==> config.mk <==
export PLATFORM = sky130hd
export DESIGN_NAME = imem_prefetch
export DESIGN_NICKNAME = d
export VERILOG_FILES = /design/src/rtl/imem_prefetch_pkg.sv /design/src/rtl/prefetch_fifo.sv /design/src/rtl/imem_prefetch.sv
export SDC_FILE = /design/constraint.sdc
export NUM_CORES = 1
export LEC_CHECK = 0
export CORE_ASPECT_RATIO = 0.9
export CORE_MARGIN = 2
export CORE_UTILIZATION = 65
export DETAILED_ROUTE_END_ITERATION = 8
export GPL_TIMING_DRIVEN = 0
export PLACE_DENSITY = 0.95
export SETUP_SLACK_MARGIN = 0.2
export SLEW_MARGIN = 20
export SYNTH_ARGS = -nofsm -noshare
export SYNTH_HDL_FRONTEND = slang
export SYNTH_HIERARCHICAL = 1
export SYNTH_SLANG_ARGS = --single-unit
==> constraint.sdc <==
create_clock -name clk -period 9.7 [get_ports clk]
set_clock_uncertainty 0.05 [all_clocks]
set_input_delay 1.94 -clock clk [delete_from_list [all_inputs] [get_ports clk]]
set_output_delay 1.94 -clock clk [all_outputs]
set_load 0.02 [all_outputs]
==> src/rtl/imem_prefetch_pkg.sv <==
// Shared types and constants for the instruction prefetch unit.
package imem_prefetch_pkg;

  localparam int          ILEN    = 32;
  localparam logic [31:0] PC_STEP = 32'd4;
  localparam int          DISC_W  = 16;

  typedef struct packed {
    logic [ILEN-1:0] instr;
    logic [31:0]     pc;
  } fetch_entry_t;

  function automatic int ptr_w(input int depth);
    return (depth > 1) ? $clog2(depth) : 1;
  endfunction

endpackage

==> src/rtl/prefetch_fifo.sv <==
// In-order FIFO of fetch entries with synchronous flush; flush wins over push and pop.
module prefetch_fifo
  import imem_prefetch_pkg::*;
#(
  parameter int DEPTH = 4
) (
  input  logic                  clk,
  input  logic                  reset_n,
  input  logic                  flush_i,
  input  logic                  push_i,
  input  fetch_entry_t          push_data_i,
  input  logic                  pop_i,
  output fetch_entry_t          head_o,
  output logic [ptr_w(DEPTH):0] count_o,
  output logic                  empty_o,
  output logic                  full_o
);

  localparam int PW = ptr_w(DEPTH);
  localparam int CW = PW + 1;

  fetch_entry_t  mem_q [DEPTH];
  logic [PW-1:0] wr_ptr_q, wr_ptr_d;
  logic [PW-1:0] rd_ptr_q, rd_ptr_d;
  logic [CW-1:0] count_q, count_d;
  logic          do_push;
  logic          do_pop;

  assign empty_o = (count_q == '0);
  assign full_o  = (count_q == CW'(DEPTH));
  assign count_o = count_q;
  assign head_o  = mem_q[rd_ptr_q];
  assign do_pop  = pop_i && !empty_o;
  // A pop frees the slot, so a push into a full FIFO is still legal that cycle.
  assign do_push = push_i && (!full_o || do_pop);

  always_comb begin
    wr_ptr_d = wr_ptr_q;
    rd_ptr_d = rd_ptr_q;
    count_d  = count_q;
    if (flush_i) begin
      wr_ptr_d = '0;
      rd_ptr_d = '0;
      count_d  = '0;
    end else begin
      if (do_push) wr_ptr_d = wr_ptr_q + PW'(1);
      if (do_pop)  rd_ptr_d = rd_ptr_q + PW'(1);
      case ({do_push, do_pop})
        2'b10:   count_d = count_q + CW'(1);
        2'b01:   count_d = count_q - CW'(1);
        default: count_d = count_q;
      endcase
    end
  end

  always_ff @(posedge clk or negedge reset_n) begin
    if (!reset_n) begin
      wr_ptr_q <= '0;
      rd_ptr_q <= '0;
      count_q  <= '0;
      for (int i = 0; i < DEPTH; i++) mem_q[i] <= '0;
    end else begin
      wr_ptr_q <= wr_ptr_d;
      rd_ptr_q <= rd_ptr_d;
      count_q  <= count_d;
      if (do_push && !flush_i) mem_q[wr_ptr_q] <= push_data_i;
    end
  end

endmodule

==> src/rtl/imem_prefetch.sv <==
// Sequential instruction prefetcher with credit-limited ROM requests and redirect flush.
// Optional statistics counters are enabled by defining IMEM_PREFETCH_STATS_EN.
module imem_prefetch
  import imem_prefetch_pkg::*;
#(
  parameter int          DEPTH    = 4,
  parameter logic [31:0] RESET_PC = 32'h0000_0000
) (
  input  logic        clk,
  input  logic        reset_n,
  input  logic        flush,
  input  logic [31:0] flush_pc,
  output logic        out_valid,
  input  logic        out_ready,
  output logic [31:0] out_instr,
  output logic [31:0] out_pc,
  output logic        mem_req,
  output logic [31:0] mem_addr,
  input  logic [31:0] mem_rdata,
  input  logic        mem_rvalid
`ifdef IMEM_PREFETCH_STATS_EN
  ,
  output logic [31:0] stat_flushes,
  output logic [31:0] stat_discards
`endif
);

  localparam int CW = ptr_w(DEPTH) + 1;

  logic [31:0]       fetch_pc_q, fetch_pc_d;
  logic [DISC_W-1:0] discard_q, discard_d;
  logic [CW-1:0]     q_count, tag_count;
  logic [CW:0]       in_use;
  logic              q_empty, q_full, tag_empty, tag_full;
  logic              accept, drop, pop;
  fetch_entry_t      q_head, q_wdata, tag_head, tag_wdata;
  logic              unused_tag_bits;

  // Valid/ready: the head transfers on a cycle where out_valid && out_ready are both
  // high and no flush is present; a flush cycle voids the handshake.
  // The tag FIFO occupancy is the number of live (non-discarded) outstanding requests.
  assign in_use    = {1'b0, q_count} + {1'b0, tag_count};
  assign mem_req   = reset_n && !flush && (in_use < (CW+1)'(DEPTH));
  assign mem_addr  = fetch_pc_q;
  assign accept    = mem_rvalid && !flush && (discard_q == '0);
  assign drop      = mem_rvalid && (flush || (discard_q != '0));
  assign out_valid = !q_empty;
  assign pop       = out_valid && out_ready && !flush;
  assign out_instr = q_head.instr;
  assign out_pc    = q_head.pc;
  assign q_wdata   = '{instr: mem_rdata, pc: tag_head.pc};
  assign tag_wdata = '{instr: '0, pc: fetch_pc_q};
  assign unused_tag_bits = ^tag_head.instr;

  prefetch_fifo #(.DEPTH(DEPTH)) u_queue (
    .clk         (clk),
    .reset_n     (reset_n),
    .flush_i     (flush),
    .push_i      (accept),
    .push_data_i (q_wdata),
    .pop_i       (pop),
    .head_o      (q_head),
    .count_o     (q_count),
    .empty_o     (q_empty),
    .full_o      (q_full)
  );

  prefetch_fifo #(.DEPTH(DEPTH)) u_tags (
    .clk         (clk),
    .reset_n     (reset_n),
    .flush_i     (flush),
    .push_i      (mem_req),
    .push_data_i (tag_wdata),
    .pop_i       (accept),
    .head_o      (tag_head),
    .count_o     (tag_count),
    .empty_o     (tag_empty),
    .full_o      (tag_full)
  );

  always_comb begin
    fetch_pc_d = fetch_pc_q;
    discard_d  = discard_q;
    if (flush) begin
      // Everything still in flight, minus this cycle's response, must be dropped.
      fetch_pc_d = flush_pc;
      discard_d  = discard_q + DISC_W'(tag_count) - DISC_W'(mem_rvalid);
    end else begin
      if (mem_req) fetch_pc_d = fetch_pc_q + PC_STEP;
      if (mem_rvalid && (discard_q != '0)) discard_d = discard_q - DISC_W'(1);
    end
  end

  always_ff @(posedge clk or negedge reset_n) begin
    if (!reset_n) begin
      fetch_pc_q <= RESET_PC;
      discard_q  <= '0;
    end else begin
      fetch_pc_q <= fetch_pc_d;
      discard_q  <= discard_d;
    end
  end

`ifdef IMEM_PREFETCH_STATS_EN
  logic [31:0] stat_flushes_q, stat_discards_q;

  always_ff @(posedge clk or negedge reset_n) begin
    if (!reset_n) begin
      stat_flushes_q  <= '0;
      stat_discards_q <= '0;
    end else begin
      if (flush && (stat_flushes_q != '1))  stat_flushes_q  <= stat_flushes_q + 32'd1;
      if (drop && (stat_discards_q != '1))  stat_discards_q <= stat_discards_q + 32'd1;
    end
  end

  assign stat_flushes  = stat_flushes_q;
  assign stat_discards = stat_discards_q;
`else
  logic unused_drop;
  assign unused_drop = drop;
`endif

  a_no_overflow: assert property (@(posedge clk) disable iff (!reset_n)
    !(mem_rvalid && q_full));
  a_no_orphan_rsp: assert property (@(posedge clk) disable iff (!reset_n)
    !(accept && tag_empty));
  a_tag_room: assert property (@(posedge clk) disable iff (!reset_n)
    !(mem_req && tag_full));

endmodule

## Word level (Yosys, flattened, before mapping)

Cells that the tools add are included.

| cells by class | value |
|---|---|
| equality and inequality tests | 6 |
| multiplexer cells | 28 |
| bitwise logic cells | 4 |
| reductions and logical operators | 34 |
| $add $sub $neg | 13 |
| magnitude comparators | 7 |

Operators by type and width:

| operator | number |
|---|---|
| $bwmux 256 | 2 |
| $bmux 64 s2 | 2 |
| $demux 64 s2 | 2 |
| $mux 64 | 4 |
| $mux 32 | 4 |
| $add 32x3->32 const B | 1 |
| $mux 16 | 2 |
| $add 16x3->16 | 1 |
| $logic_not 16->1 | 1 |
| $mux 2 | 8 |
| $reduce_bool 16->1 | 1 |
| $sub 16x1->16 | 1 |
| $sub 16x1->16 const B | 1 |
| $logic_and 1x1->1 | 15 |
| $ge 3x3->1 const B | 4 |
| $not 2->3 | 4 |
| $pmux 3 s2 | 2 |
| $reduce_bool 2->1 | 6 |
| $add 2x1->2 const B | 4 |
| $add 3x1->3 const B | 2 |
| $eq 3x3->1 const B | 2 |
| $logic_not 3->1 | 2 |
| $lt 3x1->1 const B | 2 |
| $mux 3 | 2 |
| 8 further kinds | 17 |

| storage, ports and cells | value |
|---|---|
| word-level logic and storage cells | 116 |
| input bits | 69 |
| output and inout port bits | 98 |
| register bits | 574 |

## Longest topological paths before layout

| depth | value |
|---|---|
| depth in word-level cells | 10 |
| depth in mapped cells | 12 |
| mapped depth without buffers | 11 |

## Hierarchy

The synthesis kept the hierarchy.

Modules (own cells, without submodules):

| module | cells an instance | seq. area each (um^2) | area each (um^2) | instances |
|---|---|---|---|---|
| prefetch_fifo | 679 | 6581.3 | 11498.5 | 2 |
| imem_prefetch | 454 | 1201.2 | 3758.6 | 1 |

## Worst setup path after synthesis

Ideal clock, no wire load.

| path | value |
|---|---|
| path kind | input to output |
| start point | input port flush |
| end point | output port mem_req |
| path slack | 4.431 ns |
| stages | 5 |
| arrival time | 3.279 ns |
| required time | 7.710 ns |
| path buffers | 2 |
| cells stage by stage | buf_2 -> or4b_1 -> a311o_1 -> inv_2 -> buf_2 |

| between the ends | value |
|---|---|
| word-level cells in the longest chain between the ends | 3 |

RTL lines:

| element | line | text |
|---|---|---|
| start, declared | imem_prefetch.sv:11 | `input logic flush,` |
| $logic_not 1->1 | imem_prefetch.sv:43 | `assign mem_req = reset_n && !flush && (in_use < (CW+1)'(DEPTH));` |
| $logic_and 1x1->1 (2 in series) | imem_prefetch.sv:43 |  |
| end, declared | imem_prefetch.sv:17 | `output logic mem_req,` |

Every way passes these cells.

## Worst setup path after layout

Ends and elaborated chain as after synthesis.

==> reports/results.txt <==
die area - 34200 um2
CP required - 7.71 ns
Crit. End Element - output pin
width of the die - 195 um
worst vdd rail ir drop - 191 uV
Crit Path Max Fanout - 14
max-slew violation count - 0
TNS Setup - 0 ns
dpl cells - 2093
max cap viols - 0
maximum clock frequency - 0.142 GHz
TritonCTS clock tree - yes
I/O Buffers - 166
first-pass GRT wire length - 86100 um
Initial DRT Pass Iterations - 6
Slew HR - 0.203
I/O pins - 167
startpoint types - primary input
RSZ-0062 raised after global routing - false
gr ovfl total - 0
Num Clock Sinks - 446
Core Util, Final - 0.780
Initial DRC Count - 1207
CORE AREA - 32100 um2
Setup Fix Bufs, Post-CTS - 0
syn_area_per_cell - 14.1 um2
CP arrival - 5.06 ns
cts repair resizes - 0
Ant. Diodes - 0
total CTS buffers - 44
Setup Crit Path Kind - primary input to output pin
Syn Inst Count - 1507
final WL - 54000 um
initial antenna violation count - 0
Tightest Pin Transition - 1.19 ns
Antenna Nets Post-Route - 0
Synth-to-Final Area Change - 17.5%
Clock transition at path regs - 0.06 ns
Net Count, Synth - 1624
vias in the first global route - 15500
Remaining DRCs - 0
Total GRT Usage - 0.325
floorplan row count - 62
clk buf depth - 3
initial core utilization - 0.663
Finished Layout Cells - 2170
Filler cells - 1734
Final GP Congestion - 0.906
Final Cycle Share - 0.727
DP Wirelength - 36200 um
Pleak - 0.0120 uW
Pwr Density - 195 nW/um2
status - finished clean
pin count of the biggest net entering global routing - 111
layout cells sized above 1 - 0.154
routed len/inst - 24.9 um
Final Hold Viols - 0
Final Setup Violations - 0
Root Buffer - clkbuf_16
Layout Nets - 1840
vias per cell - 6.57
die height - 176 um
Synth warnings - 6
Worst-Skew Late Latency - 0.56 ns
vias - 14300
Period minus WS final - 7.05 ns
CTS H-tree lvls - 2
HP Class - flop to flop
cts hold-fix bufs - 0
Netlist Area Pre-Place - 21300 um2
final cells by class:
| type | instances | area, um2 | share of cell area |
|---|---|---|---|
| buffer | 98 | 453 | 0.0181 |
| tap | 416 | 520 | 0.0208 |
| clock inverter | 11 | 119 | 0.00475 |
| multi-input combinational | 914 | 9510 | 0.380 |
| inverter | 49 | 184 | 0.00735 |
| clock buffer | 66 | 1320 | 0.0526 |
| timing repair buffer | 170 | 1780 | 0.0710 |
| sequential | 446 | 11200 | 0.446 |
path summary, 6_finish.rpt:
| path | startpoint | end | slack [ns] | cells after the start |
|---|---|---|---|---|
| min in group asynchronous | reset_n | u_queue/mem_q[229]$_DFFE_PN0P_ | 1.28 | 1 |
| max | flush | mem_req | 2.65 | 7 |
| max in group asynchronous | reset_n | u_queue/mem_q[203]$_DFFE_PN0P_ | 6.94 | 3 |
| min | u_queue/mem_q[202]$_DFFE_PN0P_ | u_queue/mem_q[202]$_DFFE_PN0P_ | 0.43 | 1 |
| min reg2reg | u_queue/mem_q[202]$_DFFE_PN0P_ | u_queue/mem_q[202]$_DFFE_PN0P_ | 0.43 | 1 |
| max reg2reg | u_queue/count_o[2]$_DFFE_PN0P_ | u_tags/count_o[2]$_DFFE_PN0P_ | 5.51 | 11 |
layout by cell type, fill, tap and decap left out, types with 8 or more instances in the layout:
cell	instances
xor2_1	8
clkbuf_16	46
nand4_1	13
o211ai_1	10
a31oi_1	12
nor4bb_1	8
mux2_2	26
buf_2	65
clkbuf_8	9
mux2i_1	8
xnor2_1	25
mux2_1	362
dfrtp_1	446
o21ai_0	33
clkbuf_1	35
mux4_2	96
ha_1	45
o311ai_0	9
nor2_1	42
buf_1	8
clkdlybuf4s50_1	165
a21oi_1	25
nand2_1	57
nor3_1	12
nand3_1	28
inv_1	47
routing by layer:
metal	share of wire	track usage	routed length, um	vias up
met4	0.036	0.126	1930	0
li1	-	-	-	5985
met3	0.073	0.0570	3940	169
met2	0.50	0.554	27000	683
met1	0.39	0.421	21100	7414
met5	0	0	0	-
power breakdown:
| part | internal, uW | total (uW) | switching, uW |
|---|---|---|---|
| Clock | 989 | 1700 | 707 |
| Sequential | 2020 | 2150 | 137 |
| Combinational | 455 | 1030 | 576 |
worst max-delay path: stages:
cell and delay, ns:
clkdlybuf4s50_1 0.67, buf_2 0.31, or4b_1 0.59, a311o_1 0.40, inv_2 0.12, buf_2 0.34, clkdlybuf4s50_1 0.68
stage by stage:
step	cell area, um2	hold slack, ns	setup WS, ns	power (uW)
6_report	25000	0.433	2.65	4880
5_1_grt	25000	0.448	2.55	5090
4_1_cts	25000	0.434	2.72	4880
3_5_place_dp	23600	0.420	2.83	3180
3_3_place_gp	23500	0.412	-11.79	3100
2_1_floorplan	21300	0.402	4.43	2840
sequential cells by signal (all words and copies together) (netlist names):
signal,flops
u_tags/wr_ptr_q,2
discard_q,16
u_queue/rd_ptr_q,2
mem_addr,32
u_queue/wr_ptr_q,2
u_tags/rd_ptr_q,2
u_queue/count_o,3
u_queue/mem_q,256
u_tags/count_o,3
u_tags/mem_q,128
No activity file was read; power rests on OpenSTA's default activity.
